**config.mk**
```make
export PLATFORM = sky130hd
export DESIGN_NAME = uart_frame_streamer
export DESIGN_NICKNAME = d
export VERILOG_FILES = /design/src/rtl/uart_frame_streamer.sv
export SDC_FILE = /design/constraint.sdc
export NUM_CORES = 1
export LEC_CHECK = 0
export BUFFER_PORTS_ARGS = -buffer_cell sky130_fd_sc_hd__buf_2
export CAP_MARGIN = 10
export CORE_MARGIN = 2
export CORE_UTILIZATION = 58
export CTS_CLUSTER_SIZE = 14
export DETAILED_ROUTE_END_ITERATION = 16
export GPL_ROUTABILITY_DRIVEN = 1
export HOLD_SLACK_MARGIN = 0.03
export PLACE_DENSITY = 0.83
export SYNTH_ARGS = -nofsm -noshare
export SYNTH_HDL_FRONTEND = slang
export SYNTH_SLANG_ARGS = --single-unit
```
**constraint.sdc**
```tcl
create_clock -name clk -period 8.2 [get_ports clk]
set_input_delay 0.41 -clock clk [delete_from_list [all_inputs] [get_ports clk]]
set_output_delay 0.41 -clock clk [all_outputs]
set_load 0.01 [all_outputs]
```
**src/rtl/uart_frame_streamer.sv**
```systemverilog
// uart_frame_streamer: snapshots CHANNELS BCD readings and streams them as an ASCII
// text frame ("NN:D.DDD " per enabled channel, then CR LF) into a UART FIFO.
module uart_frame_streamer #(
  parameter int CHANNELS      = 13,
  parameter int PERIOD_CYCLES = 50_000_000
) (
  input  logic                    clk,
  input  logic                    rst,
  input  logic                    enable,
  input  logic                    mode,
  input  logic                    trigger,
  input  logic [CHANNELS-1:0]     ch_mask,
  input  logic [16*CHANNELS-1:0]  din,
  input  logic                    tx_full,
  output logic [7:0]              w_data,
  output logic                    wr_uart,
  output logic                    busy,
  output logic                    frame_done,
  output logic                    overrun
);
  localparam int CW = $clog2(CHANNELS + 1);
  localparam int PW = $clog2(PERIOD_CYCLES);
  typedef enum logic [2:0] {IDLE, SELECT, EMIT, GAP, EOL, DONE} state_t;
  state_t                  r_state;
  logic [PW-1:0]           r_cnt;
  logic [CHANNELS-1:0]     r_mask;
  logic [16*CHANNELS-1:0]  r_din;
  logic [CW-1:0]           r_ch;
  logic [3:0]              r_bidx;
  logic                    r_tail;
  logic [7:0]              r_wdata;
  logic                    r_ovr;
  logic                    w_wrap;
  logic                    w_start;
  logic                    w_last_ch;
  logic [15:0]             w_val;

  function automatic logic [7:0] f_asc(input logic [3:0] n);
    return n > 4'd9 ? 8'h3F : {4'h3, n};
  endfunction

  function automatic logic [7:0] f_byte(input logic [CW-1:0] c, input logic [3:0] b, input logic [15:0] v);
    int ci;
    ci = int'(c);
    return b == 4'd0 ? 8'(48 + ci / 10) :
           b == 4'd1 ? 8'(48 + ci % 10) :
           b == 4'd2 ? 8'h3A :
           b == 4'd3 ? f_asc(v[15:12]) :
           b == 4'd4 ? 8'h2E :
           b == 4'd5 ? f_asc(v[11:8]) :
           b == 4'd6 ? f_asc(v[7:4]) :
           b == 4'd7 ? f_asc(v[3:0]) : 8'h20;
  endfunction

  assign w_wrap     = enable & ~mode & (r_cnt == PW'(PERIOD_CYCLES - 1));
  assign w_start    = w_wrap | (trigger & enable & mode);
  assign w_last_ch  = r_ch == CW'(CHANNELS - 1);
  assign w_val      = r_din[{r_ch, 4'd0} +: 16];
  assign w_data     = r_wdata;
  assign wr_uart    = (r_state == EMIT) & ~tx_full;
  assign busy       = r_state != IDLE;
  assign frame_done = r_state == DONE;
  assign overrun    = r_ovr;

  // r_tail marks the CR/LF trailer; r_bidx then counts 0=CR, 1=LF
  always_ff @(posedge clk) begin
    if (!rst) begin
      r_state <= IDLE;
      r_cnt   <= '0;
      r_mask  <= '0;
      r_din   <= '0;
      r_ch    <= '0;
      r_bidx  <= '0;
      r_tail  <= 1'b0;
      r_wdata <= '0;
      r_ovr   <= 1'b0;
    end else begin
      r_cnt <= (enable & ~mode & ~w_wrap) ? r_cnt + 1'b1 : '0;
      if (w_start && r_state != IDLE) r_ovr <= 1'b1;
      case (r_state)
        IDLE: if (w_start) begin
          r_state <= SELECT;
          r_din   <= din;
          r_mask  <= ch_mask;
          r_ch    <= '0;
          r_tail  <= 1'b0;
        end
        SELECT: if (r_ch == CW'(CHANNELS)) r_state <= EOL;
          else if (r_mask[r_ch]) begin
            r_state <= EMIT;
            r_bidx  <= '0;
            r_wdata <= f_byte(r_ch, 4'd0, w_val);
          end else r_ch <= r_ch + 1'b1;
        EMIT: if (!tx_full) r_state <= GAP;
        GAP: if (r_tail) begin
            if (r_bidx == 4'd0) begin
              r_state <= EMIT;
              r_bidx  <= 4'd1;
              r_wdata <= 8'h0A;
            end else r_state <= DONE;
          end else if (r_bidx == 4'd8) begin
            r_ch    <= r_ch + 1'b1;
            r_state <= w_last_ch ? EOL : SELECT;
          end else begin
            r_state <= EMIT;
            r_bidx  <= r_bidx + 4'd1;
            r_wdata <= f_byte(r_ch, r_bidx + 4'd1, w_val);
          end
        EOL: begin
          r_state <= EMIT;
          r_tail  <= 1'b1;
          r_bidx  <= '0;
          r_wdata <= 8'h0D;
        end
        DONE:    r_state <= IDLE;
        default: r_state <= IDLE;
      endcase
    end
  end
endmodule

```
# After elaboration in Yosys (flattened, before gate mapping)
# Index checks and enable logic that the tools add are counted.
dict set report totals {
  register_bits 268
  input_bits 227
  out_inout_bits 12
  elab_cells 115
}
dict set report op_classes {
  n_addsub 5
  div_mod_pow 2
  order_cmp 5
  eq_ne 26
  shifts 1
  muxes 43
  n_bitwise 10
  n_reduce_logical 14
}
# operator n
set op_table {}
lappend op_table {{variable part select 208 x 9 -> 16 bit} 1}
lappend op_table {{two-way mux 4 bit} 14}
lappend op_table {{two-way mux 8 bit} 7}
lappend op_table {{divider 5 x 5 -> 32 bit, second input constant} 1}
lappend op_table {{remainder unit 5 x 5 -> 32 bit, second input constant} 1}
lappend op_table {{two-way mux 5 bit} 6}
lappend op_table {{adder 26 x 1 -> 26 bit, second input constant} 1}
lappend op_table {{== test 26 bit, second input constant} 1}
lappend op_table {{two-way mux 3 bit} 8}
lappend op_table {{case mux 4 bit (3 select lines)} 2}
lappend op_table {{case mux 8 bit (3 select lines)} 1}
lappend op_table {{adder 7 x 8 -> 8 bit, first input constant} 2}
lappend op_table {{== test 4 x 3 -> 1 bit, second input constant} 4}
lappend op_table {{greater-than comparator 4 bit, second input constant} 4}
lappend op_table {{case mux 3 bit (5 select lines)} 1}
lappend op_table {{!= test 2 bit, second input constant} 7}
lappend op_table {{== test 4 bit, second input constant} 3}
lappend op_table {{!= test 3 bit, second input constant} 3}
lappend op_table {{nonzero test 3 bit} 3}
lappend op_table {{adder 4 x 1 -> 4 bit, second input constant} 2}
lappend op_table {{== test 4 x 2 -> 1 bit, second input constant} 2}
lappend op_table {{logical NOT 4 bit} 2}
lappend op_table {{bitwise AND 1 bit} 6}
lappend op_table {{== test 3 x 2 -> 1 bit, second input constant} 2}
lappend op_table {{16 further kinds} 22}

# Depth between registers and ports, before layout
# Gate-level depths: netlist (run 1).
dict set report depth {
  depth_word 14
  ltp_mapped 13
  mapped_depth_nobuf 9
}

# Least setup slack after synthesis (run 1)
# OpenSTA, ideal clock, no wires.
dict set report synth_path {
  path_type {reg2reg}
  start {register r_ch[1]}
  end {register r_bidx[1]}
  setup_time_ns 0.070
  t_arrival_ns 2.566
  required_time_ns 8.130
  slack_ns 5.564
  stages_incl_launch_ff 14
  path_buffers 5
  period_less_slack_ns 2.636
  cell_sequence {dfxtp_1 buf_6 buf_6 buf_6 buf_4 inv_1 ha_1 nand3_1 and2_1 a31oi_4 and2_4 buf_6 or3b_1 a21boi_1}
}
dict set report synth_via {
  elab_chain_cells 4
  elab_cells_between_ends 6
  cone_classes {3 x eq/ne; 2 x mux; 1 x reduce/logical}
}
# element line
set synth_lines {}
lappend synth_lines {{from (decl)} 28} ;# logic [CW-1:0] r_ch;
lappend synth_lines {{from (signal assigned)} 93} ;# end else r_ch <= r_ch + 1'b1;
lappend synth_lines {{from (signal assigned)} 102} ;# r_ch <= r_ch + 1'b1;
lappend synth_lines {{binary-select mux 1 bit (select 4 bit)} 89} ;# else if (r_mask[r_ch]) begin
lappend synth_lines {{two-way mux 1 bit (not written as such)} 89}
lappend synth_lines {{!= test 2 bit (no line)} -}
lappend synth_lines {{AND reduction 5 bit (no line) (*)} -}
lappend synth_lines {{to (signal assigned)} 106} ;# r_bidx <= r_bidx + 4'd1;
lappend synth_lines {{to (decl)} 29} ;# logic [3:0] r_bidx;
# Mark *: on every way between the ends. The rest lies on a longest branch, timed or not. The select of a mux whose other input is x is not followed.
# A chain may end at the register's enable or synchronous reset.

# Worst setup path in the final report (run 1)
dict set report layout_path {
  start {register r_cnt[0]}
  end {register r_din[80]}
}
dict set report layout_via {
  elab_chain_cells 4
}
# element line
set layout_lines {}
lappend layout_lines {{from (decl)} 25} ;# logic [PW-1:0] r_cnt;
lappend layout_lines {{from (signal assigned)} 78} ;# r_cnt <= (enable & ~mode & ~w_wrap) ? r_cnt + 1'b1 : '0;
lappend layout_lines {{== test 26 bit} 55} ;# assign w_wrap = enable & ~mode & (r_cnt == PW'(PERIOD_CYCLES - 1));
lappend layout_lines {{bitwise AND 1 bit} 55}
lappend layout_lines {{OR 1 bit} 56} ;# assign w_start = w_wrap | (trigger & enable & mode);
lappend layout_lines {{AND reduction 2 bit (no line)} -}
lappend layout_lines {{to (signal assigned)} 83} ;# r_din <= din;
lappend layout_lines {{to (decl)} 27} ;# logic [16*CHANNELS-1:0] r_din;
# Every way passes these cells.

==> results of run 1 <==
==> area by class of cell <==
type,count,share of cell area
timing repair buffer,247,0.08546
sequential,268,0.3630
tap,280,0.02367
inverter,14,0.003550
clock buffer,38,0.05123
clock inverter,12,0.01260
multi-input combinational,1069,0.4595
antenna,6,0.001014
==> placed cells by master, fill, tap and decap left out, types with 15 or more instances in the layout <==
cell and count:
o21ai_0 23, buf_2 237, nand3_1 17, a21oi_1 16, a21boi_1 194, dfxtp_1 266
ha_1 15, mux4_2 45, nor2_1 60, nand2_1 481, a21boi_0 33, clkbuf_16 28
==> how the worst max path moves through the flow <==
stage / start / endpoint / slack (ns) / cells past startpoint
3_3_place_gp: r_cnt[0]$_SDFF_PN0_ / r_din[77]$_SDFFE_PN0P_ / 4.64 / 9
5_1_grt: r_cnt[0]$_SDFF_PN0_ / r_din[80]$_SDFFE_PN0P_ / 4.19 / 9
4_1_cts: r_cnt[0]$_SDFF_PN0_ / r_din[80]$_SDFFE_PN0P_ / 4.51 / 9
6_report: r_cnt[0]$_SDFF_PN0_ / r_din[80]$_SDFFE_PN0P_ / 4.52 / 9
3_5_place_dp: r_cnt[0]$_SDFF_PN0_ / r_din[80]$_SDFFE_PN0P_ / 4.56 / 9
2_1_floorplan: r_ch[1]$_SDFFE_PN0P_ / r_bidx[1]$_SDFFE_PN0P_ / 5.56 / 13
==> cell families (layout without fill, tap and decap cells) <==
| group | Yosys count | count (layout) |
|---|---|---|
| simple gates | 629 | 629 |
| compound gates | 341 | 341 |
| xor+xnor | 25 | 25 |
| other cells | 0 | 6 |
| buf+inv | 127 | 311 |
| flops | 268 | 268 |
| fa+ha+maj | 15 | 15 |
| mux | 59 | 59 |
==> state kept, by name, summed over array words and instances (netlist names) <==
register / count
r_mask: 13
r_state: 3
w_data: 8
r_tail: 1
r_cnt: 26
r_din: 208
r_bidx: 4
overrun: 1
r_ch: 4
==> cells in the mapped netlist (3+ instances only) <==
master	count	area share
o21ai_0	23	0.0089
nor2b_1	8	0.0039
or3_1	6	0.0029
clkbuf_1	46	0.013
o211ai_1	4	0.0023
mux4_1	5	0.010
xor2_1	14	0.0095
a221o_1	6	0.0046
o221a_2	3	0.0026
a21boi_0	33	0.019
and3_1	10	0.0048
nor4b_1	3	0.0020
nand2_1	481	0.14
a21boi_1	194	0.11
and2_1	6	0.0029
xnor2_1	11	0.0074
nand2b_1	4	0.0019
o22ai_1	13	0.0063
nor3_1	10	0.0039
a21oi_1	16	0.0062
inv_1	14	0.0041
a31oi_1	3	0.0015
dfxtp_1	268	0.41
nand3_1	17	0.0066
nand4_1	4	0.0019
buf_4	25	0.014
a211oi_1	3	0.0017
ha_1	15	0.014
buf_2	15	0.0058
mux2i_1	7	0.0054
or2_2	3	0.0015
a221oi_1	13	0.0088
mux4_2	45	0.078
o221ai_1	6	0.0041
buf_6	26	0.023
nor2_1	60	0.017
==> worst register-to-register path, cell delays in order (launching register included) <==
cell      delay (ns)
dfxtp_1         0.34
ha_1            0.29
nand4_2         0.13
o41ai_2         0.11
nand2_1         0.18
or2_4           0.59
buf_4           0.88
buf_4           0.71
nand2_1         0.10
a21boi_0        0.26
==> routing by layer <==
metal	vias up	track usage
met1	5361	0.3804
li1	5356	-
met2	435	0.4670
met4	0	0.1162
met3	90	0.03062
met5	-	0
==> power breakdown <==
part	total, mW	internal [mW]	switching (mW)
clock	1.31	0.777	0.533
combinational	0.213	0.0998	0.113
sequential	1.36	1.34	0.0228
total	2.88	2.22	0.668
==> through the flow <==
stage / utilization / worst slack, ns / hold slack, ns / cells / cell area [µm²]
after floorplan: - / 5.564 / 0.4303 / 1464 / 12940
after global routing: 0.6760 / 4.193 / 0.08662 / 1933 / 14800
after detailed placement: 0.6323 / 4.564 / 0.4433 / 1878 / 13840
after CTS: 0.6755 / 4.505 / 0.07959 / 1928 / 14790
after global placement: 0.6323 / 4.636 / 0.4360 / 1878 / 13840
final: 0.6762 / 4.518 / 0.08641 / 1934 / 14800
==> flow_metrics.tcl, run 1 <==
set metrics [dict create \
    htreeDepth 1 \
    fin_nets 1870 \
    vdd_ir_drop_max_v 0.0001760 \
    r2r_cells 9 \
    cpMaxStageDelayCell "buf_4" \
    fmax_mhz 271.6 \
    numCtsBuffers 28 \
    rows 54 \
    cts_tree "done" \
    synth_nets 1706 \
    seq_area_um2 5373 \
    cts_hold_buf 0 \
    wl_per_cell_um 17.76 \
    synth_top_family_by_area "simple AND/OR/NAND/NOR gates" \
    vias_per_cell 5.813 \
    critical_path_buf_inv_count 2 \
    ys_types 70 \
    skew_ns 0.02431 \
    drive_above_1_share 0.2172 \
    highest_layer "met4" \
    maxSlewViolCount 0 \
    route.met3.wl_mm 2.242 \
    final-hold-violation-count 0 \
    gp_congestion 0.9277 \
    p_leak_nw 5.665 \
    finalCritPeriodShare 0.4490 \
    reg2reg_slack_ns 4.52 \
    min_to "r_din[161]$_SDFFE_PN0P_" \
    cts-resized-gates 0 \
    antenna_found_initial 5 \
    crit_path_cell_trace "ha_1, nand4_2, o41ai_2, nand2_1, or2_4, buf_4, buf_4, nand2_1, a21boi_0" \
    clockBufferDepth 3 \
    avgSynthCellArea_um2 8.841 \
    start_kind "flip-flop" \
    core_um2 21890 \
    die_h_um 153.4 \
    grt-ovfl-total 0 \
    power_mw 2.885 \
    synth_cells 1464 \
    dr.pass1.iters 7 \
    power_density_nw_per_um2 194.9 \
    groute.usage.overall 0.2825 \
    synth_seq_cells 268 \
    wl_met1_mm 14.52 \
    synthXorXnorAreaFrac 0.01692 \
    min_period_ns 3.682 \
    tightest_slew_ns 1.007 \
    nFillCells 1776 \
    crit_arrival_ns 4.13 \
    antenna_left 0 \
    end_kind "flip-flop" \
    post_cts_buffers 0 \
    ys_seq_area_frac 0.4145 \
    async_flop_share 0 \
    place_hpwl_mm 23.83 \
    fp.dieW_um 153.4 \
    areaGrowthSynthToFinish_pct 14.35 \
    yosys_warnings 0 \
    cts_root_buf "clkbuf_16" \
    min_path_type "in -> reg" \
    min_path_cells 3 \
    final-setup-viol-count 0 \
    synth_edf_count 0 \
    vias 11240 \
    multiInputGateArea_um2 6802 \
    clock_insertion_delay_worst_skew_ns 0.56 \
    crit_type "reg -> reg" \
    pin_count 239 \
    hp-start "din[161]" \
    cp_top_family "buffers and inverters" \
    r2r_end "r_din[80]$_SDFFE_PN0P_" \
    max_slew_margin 0.3289 \
    numClockSinks 268 \
    fin_tns_setup_ns 0 \
    critical_path.max_stage_delay_ns 0.88 \
    drc 0 \
    cp.required_ns 8.65 \
    synth_compound_area_frac 0.1965 \
    start_util 0.5913 \
    clk_pin_slew_ns 0.06 \
    synthAdderAreaFrac 0.01450 \
    rsz0062_at_grt "false" \
    r2r-start "r_cnt[0]$_SDFF_PN0_" \
    synth-simple-area-share 0.2014 \
    port-buffer-count 238 \
    grt_pass1_vias 10620 \
    wl_mm 34.36 \
    dieArea_um2 23530 \
    grt_max_degree 127 \
    synth_ff_type "dfxtp_1" \
    wl_met2_mm 16.16 \
    grt_pass1_wl_mm 54.07 \
    drtIter0Drc 818 \
    maxCapViolations 0 \
    yosys-mux-area-fraction 0.09560 \
    status "finished clean" \
    worstPathMaxFanout 101 \
    syn_area_um2 12940 \
]
No activity file was read; power rests on OpenSTA's default activity.
==> run 2, diff against run 1 <==
--- a/config.mk
+++ b/config.mk
@@ -5,15 +5,16 @@
 export SDC_FILE = /design/constraint.sdc
 export NUM_CORES = 1
 export LEC_CHECK = 0
+export ABC_AREA = 1
 export BUFFER_PORTS_ARGS = -buffer_cell sky130_fd_sc_hd__buf_2
 export CAP_MARGIN = 10
 export CORE_MARGIN = 2
-export CORE_UTILIZATION = 58
+export CORE_UTILIZATION = 56
 export CTS_CLUSTER_SIZE = 14
 export DETAILED_ROUTE_END_ITERATION = 16
 export GPL_ROUTABILITY_DRIVEN = 1
 export HOLD_SLACK_MARGIN = 0.03
-export PLACE_DENSITY = 0.83
+export PLACE_DENSITY = 0.81
 export SYNTH_ARGS = -nofsm -noshare
 export SYNTH_HDL_FRONTEND = slang
 export SYNTH_SLANG_ARGS = --single-unit
==> constraint.sdc (replaced) <==
create_clock -name clk -period 3.6 [get_ports clk]
set_input_delay 0.18 -clock clk [delete_from_list [all_inputs] [get_ports clk]]
set_output_delay 0.18 -clock clk [all_outputs]
set_load 0.01 [all_outputs]
==> flow_metrics.tcl, run 2 <==
set metrics [dict create \
    status "finished clean" \
    synth_ff_type "dfxtp_1" \
    final-hold-violation-count 0 \
    most-common-layout-cells "427 x nor2_1, 297 x o21ai_0, 294 x nand2_1" \
    reg_top3 "r_din (208), r_cnt (26), r_mask (13)" \
    grt_pass1_wl_mm 70.81 \
    finalCritPeriodShare 0.8436 \
    p_leak_nw 7.321 \
    nFillCells 1527 \
    clk_pin_slew_ns 0.06 \
    numClockSinks 268 \
    numCtsBuffers 28 \
    place_hpwl_mm 26.06 \
    vias 14320 \
    pin_count 239 \
    synth_cells 1851 \
    cts_tree "done" \
    yosysTopAreaCell "dfxtp_1" \
    yosysMostFrequentCell "nor2_1" \
    wl_mm 45.29 \
    start_util 0.5735 \
    async_flop_share 0 \
    pre_cts_slack_ns 0.6493 \
    die_h_um 153.7 \
    largest_reg_flops 208 \
    vdd_ir_drop_max_v 0.0003176 \
    p_int_mw 5.743 \
    dieArea_um2 23630 \
    switching_share 0.3178 \
    min_period_ns 3.037 \
    maxSlewViolCount 0 \
    cts-resized-gates 0 \
    htreeDepth 1 \
    crit_arrival_ns 3.51 \
    dr.pass1.iters 7 \
    end_kind "flip-flop" \
    power_frac_comb 0.244 \
    start_kind "flip-flop" \
    grt_max_degree 122 \
    drive_above_1_share 0.1482 \
    grt_pass1_vias 14090 \
    synth.cells.most_frequent "427 x nor2_1, 297 x o21ai_0, 294 x nand2_1, 268 x dfxtp_1, 143 x inv_1" \
    ys_types 43 \
    fp.dieW_um 153.7 \
    synth_seq_cells 268 \
    worstPathMaxFanout 80 \
    skew_ns 0.01375 \
    gp_congestion 0.8963 \
    drc 0 \
    power_density_nw_per_um2 497.8 \
    pwr-share-clk 0.353 \
    yosysTopAreaCellShare 0.4273 \
    regMostFlops "r_din" \
    tightest_slew_ns 1.092 \
    crit_type "reg -> reg" \
    vias_per_cell 5.626 \
    final_common_cell "nor2_1" \
    fin_tns_setup_ns 0 \
    core_um2 21890 \
    wl_per_cell_um 17.79 \
    fin_nets 2482 \
    cts_root_buf "clkbuf_16" \
    p_switching_mw 2.675 \
    syn_area_um2 12550 \
    p_seq_frac 0.403 \
    synth.area.top_cells "dfxtp_1 43%, nor2_1 13%, o21ai_0 12%" \
    antenna_left 0 \
    min_path_type "in -> reg" \
    maxCapViolations 0 \
    rsz0062_at_grt "false" \
    avgSynthCellArea_um2 6.783 \
    drtIter0Drc 1275 \
    yosys_warnings 0 \
    cp.required_ns 4.07 \
    clock_insertion_delay_worst_skew_ns 0.55 \
    synth_edf_count 0 \
    max_slew_margin 0.2695 \
    areaGrowthSynthToFinish_pct 34.69 \
    hold_slack_ns 0.04132 \
    fmax_mhz 329.3 \
    rows 54 \
    ys_seq_area_frac 0.4273 \
    grt-ovfl-total 0 \
    final-setup-viol-count 0 \
    clockBufferDepth 3 \
    setup_slack_ns 0.5630 \
    antenna_found_initial 5 \
    synth_nets 2093 \
    port-buffer-count 238 \
    groute.usage.overall 0.3672 \
    postLayoutCoreUtil 0.7725 \
]
run 2: cell types whose count changed in the layout (fill, tap and decap cells not counted), sizes merged, moves of 9 or more:
cell / change
nor2: +377
xnor2: -9
a21oi: +101
a21boi: -226
dlygate4sd3: +219
inv: +134
a221oi: -13
nand3: +39
mux4: -50
xor2: -10
o21ai: +276
nand2: -185
run 2: repair_timing:
action | in CTS | in global routing
endpoints found under the hold margin | 218 | 2
hold buffers | 217 | 2
setup buffers | 0 | 0
run 2: final timing paths:
kind                                             from                      end  slack (ns)  cells after the start
worst max-delay path              r_cnt[0]$_SDFF_PN0_  r_din[109]$_SDFFE_PN0P_        0.56                     13
worst min-delay path                          din[28]   r_din[28]$_SDFFE_PN0P_        0.04                      3
worst max register to register    r_cnt[0]$_SDFF_PN0_  r_din[109]$_SDFFE_PN0P_        0.56                     13
worst min register to register  r_din[3]$_SDFFE_PN0P_    r_din[3]$_SDFFE_PN0P_        0.45                      2
run 2: layout make-up:
class,instances,area [µm²],area share
Clock buffer,42,875.8,0.05179
Antenna cell,5,12.51,0.0007399
Clock inverter,9,77.57,0.004587
Timing Repair Buffer,474,3580,0.2117
Multi-Input combinational cell,1319,6082,0.3597
Inverter,149,561.8,0.03322
Sequential cell,268,5370,0.3176
Tap cell,280,350.3,0.02072
run 2: worst max-delay path: stages (launching register included):
cell	delay, ns
dfxtp_1	0.38
ha_1	0.19
nand2_1	0.07
nor2_1	0.12
nand2_1	0.09
nor4_2	0.14
nand4_1	0.13
nand3b_4	0.19
nand2_1	0.18
nand2_8	0.31
inv_4	0.45
buf_4	0.43
nor2_1	0.11
nor2_1	0.15
run 2: power by group through the flow:
stage	Combinational [mW]	Sequential, mW	Clock (mW)
2_1_floorplan	1.26	3.39	0
4_1_cts	1.97	3.38	2.95
3_3_place_gp	1.75	3.43	0
6_report	2.05	3.39	2.97
5_1_grt	2.27	3.41	3.09
3_5_place_dp	1.77	3.44	0
run 2: cells by family after synthesis:
family,Yosys count,share of synthesized area
adders and majority gates,15,0.01495
xor gates and xnor gates,6,0.004186
and+or+nand+nor,830,0.2694
DFF,268,0.4273
AOI/OAI and AO/OA,468,0.1948
buffers and inverters,264,0.08930
run 2: stage by stage:
stage               area (µm²)  instances  power [mW]
floorplan                12550       1851       4.649
global placement         13750       2271       5.179
detailed placement       13750       2271       5.216
CTS                      16880       2539       8.305
global route             16910       2545       8.765
finish                   16910       2546       8.418
run 2: metal layers:
layer,share of wire,vias up,GRT usage,routed length [µm]
met5,0,-,0,0
met4,0.050,0,0.1717,2253
met3,0.079,178,0.06003,3574
met2,0.49,785,0.6525,22070
met1,0.38,6595,0.4327,17390
li1,-,6766,-,-
==> run 3, diff against run 2 <==
==> constraint.sdc (replaced) <==
create_clock -name clk -period 2.8 [get_ports clk]
set_input_delay 0.14 -clock clk [delete_from_list [all_inputs] [get_ports clk]]
set_output_delay 0.14 -clock clk [all_outputs]
set_load 0.01 [all_outputs]
==> flow_metrics.tcl, run 3 (synthesis results as in run 2) <==
set metrics [dict create \
    met1_usage 0.4505 \
    clk_pin_slew_ns 0.06 \
    final-hold-violation-count 0 \
    antenna_left 0 \
    reg_top3 "r_din (208), r_cnt (26), r_mask (13)" \
    fp.dieW_um 153.7 \
    start_util 0.5735 \
    areaGrowthSynthToFinish_pct 35.89 \
    power_density_nw_per_um2 632.6 \
    wl_per_cell_um 18.06 \
    vdd_ir_drop_max_v 0.0004538 \
    status "finished clean" \
    met3_usage 0.06172 \
    max_slew_margin 0.5013 \
    pin_count 239 \
    port-buffer-count 238 \
    tightest_slew_ns 0.7453 \
    wl_mm 46.28 \
    most-common-layout-cells "427 x nor2_1, 297 x o21ai_0, 294 x nand2_1" \
    finalCritPeriodShare 0.9464 \
    antenna_found_initial 3 \
    maxCapViolations 0 \
    min_period_ns 2.650 \
    hold_slack_ns 0.08299 \
    gp_congestion 0.9203 \
    drtIter0Drc 1878 \
    vias 14430 \
    grt_pass1_vias 13880 \
    fin_nets 2501 \
    cts_tree "done" \
    htreeDepth 1 \
    largest_reg_flops 208 \
    maxSlewViolCount 0 \
    grt_max_degree 103 \
    crit_path_cell_trace "ha_1, nand2_1, nor2_1, nand2_1, nor4_2, nand4_1, nand3b_4, nand2_1, nand2_8, buf_12, o21ai_0, a21oi_1" \
    crit_type "reg -> reg" \
    drc 0 \
    skew_ns 0.01567 \
    worstPathMaxFanout 96 \
    cts_root_buf "clkbuf_16" \
    nFillCells 1502 \
    die_h_um 153.7 \
    core_um2 21890 \
    numClockSinks 268 \
    vias_per_cell 5.630 \
    clock_insertion_delay_worst_skew_ns 0.56 \
    fmax_mhz 377.4 \
    regMostFlops "r_din" \
    grt_util_met2 0.6590 \
    dieArea_um2 23630 \
    dr.pass1.iters 8 \
    busiest_layer "met2" \
    numCtsBuffers 29 \
    grt_pass1_wl_mm 71.99 \
    groute.usage.overall 0.3749 \
    fin_tns_setup_ns 0 \
    rows 54 \
    p_leak_nw 7.401 \
    place_hpwl_mm 26.17 \
    grt-ovfl-total 0 \
    critical_path.max_stage_delay_ns 0.38 \
    multiInputGateArea_um2 6087 \
    drive_above_1_share 0.1527 \
    min_path_type "in -> reg" \
    final_common_cell "nor2_1" \
    rsz0062_at_grt "false" \
    path_common_cell "nand2_1" \
    start_kind "flip-flop" \
    cp.required_ns 3.22 \
    crit_arrival_ns 3.07 \
    seq_area_um2 5370 \
    final-setup-viol-count 0 \
    clockBufferDepth 3 \
    end_kind "flip-flop" \
    cpMaxStageDelayCell "dfxtp_1" \
]
-- run 3: cell types whose count changed in the layout (fill, tap and decap cells not counted), sizes merged --
| cell | previous run | this run |
|---|---|---|
| bufinv | 1 | 0 |
| inv | 149 | 151 |
| clkinvlp | 3 | 2 |
| buf | 255 | 271 |
| dlygate4sd3 | 219 | 221 |
| diode | 5 | 4 |
-- run 3: worst max-delay path: cells and delay by family, from the launching register on --
kind	cells	cell delay [ns]
and+or+nand+nor	8	1.17
AOI/OAI and AO/OA	2	0.47
DFF	1	0.38
buffers and inverters	1	0.30
adders and majority gates	1	0.18
-- run 3: metrics by stage --
stage / std cells / util / power (mW) / instance area, µm² / setup slack (ns)
final: 2563 / 0.7793 / 10.79 / 17060 / 0.1502
after global routing: 2562 / 0.7792 / 11.23 / 17060 / 0.005814
after CTS: 2559 / 0.7786 / 10.61 / 17050 / 0.2687
after detailed placement: 2287 / 0.6365 / 6.781 / 13930 / 0.2892
after global placement: 2287 / 0.6365 / 6.733 / 13930 / 0.4072
after floorplan: 1851 / - / 5.977 / 12550 / 0.5247
-- run 3: power by group --
group	leakage, nW	switching [mW]	internal [mW]
sequential	2.19	0.194	4.15
clock	0.439	1.61	2.07
combinational	4.78	1.72	1.05
-- run 3: metal layers --
layer,wire length [µm],vias up
met5,0,-
met4,2149,0
met3,4214,159
met2,22460,824
met1,17450,6640
li1,-,6806
-- run 3: worst paths after layout --
| kind | from | end | slack (ns) | depth (start not counted) |
|---|---|---|---|---|
| min reg2reg | r_din[45]$_SDFFE_PN0P_ | r_din[45]$_SDFFE_PN0P_ | 0.45 | 2 |
| max | r_cnt[0]$_SDFF_PN0_ | r_mask[12]$_SDFFE_PN0P_ | 0.15 | 12 |
| min | din[20] | r_din[20]$_SDFFE_PN0P_ | 0.08 | 4 |
| max reg2reg | r_cnt[0]$_SDFF_PN0_ | r_mask[12]$_SDFFE_PN0P_ | 0.15 | 12 |
-- run 3: cell type report --
cell class                 count  area share
antenna                        4   0.0005867
sequential                   268      0.3148
clock inverter                 9    0.003740
tap                          280     0.02054
timing repair buffer         492      0.2217
multi-input combinational   1319      0.3568
clock buffer                  42     0.04892
inverter                     149     0.03293
-- run 3: repair_timing --
| action | in CTS | in global routing |
|---|---|---|
| hold buffers | 221 | 0 |
| resized for setup | 0 | 1 |
| setup buffers | 0 | 0 |
| endpoints found under the setup margin | 0 | 1 |
| endpoints found under the hold margin | 222 | 0 |
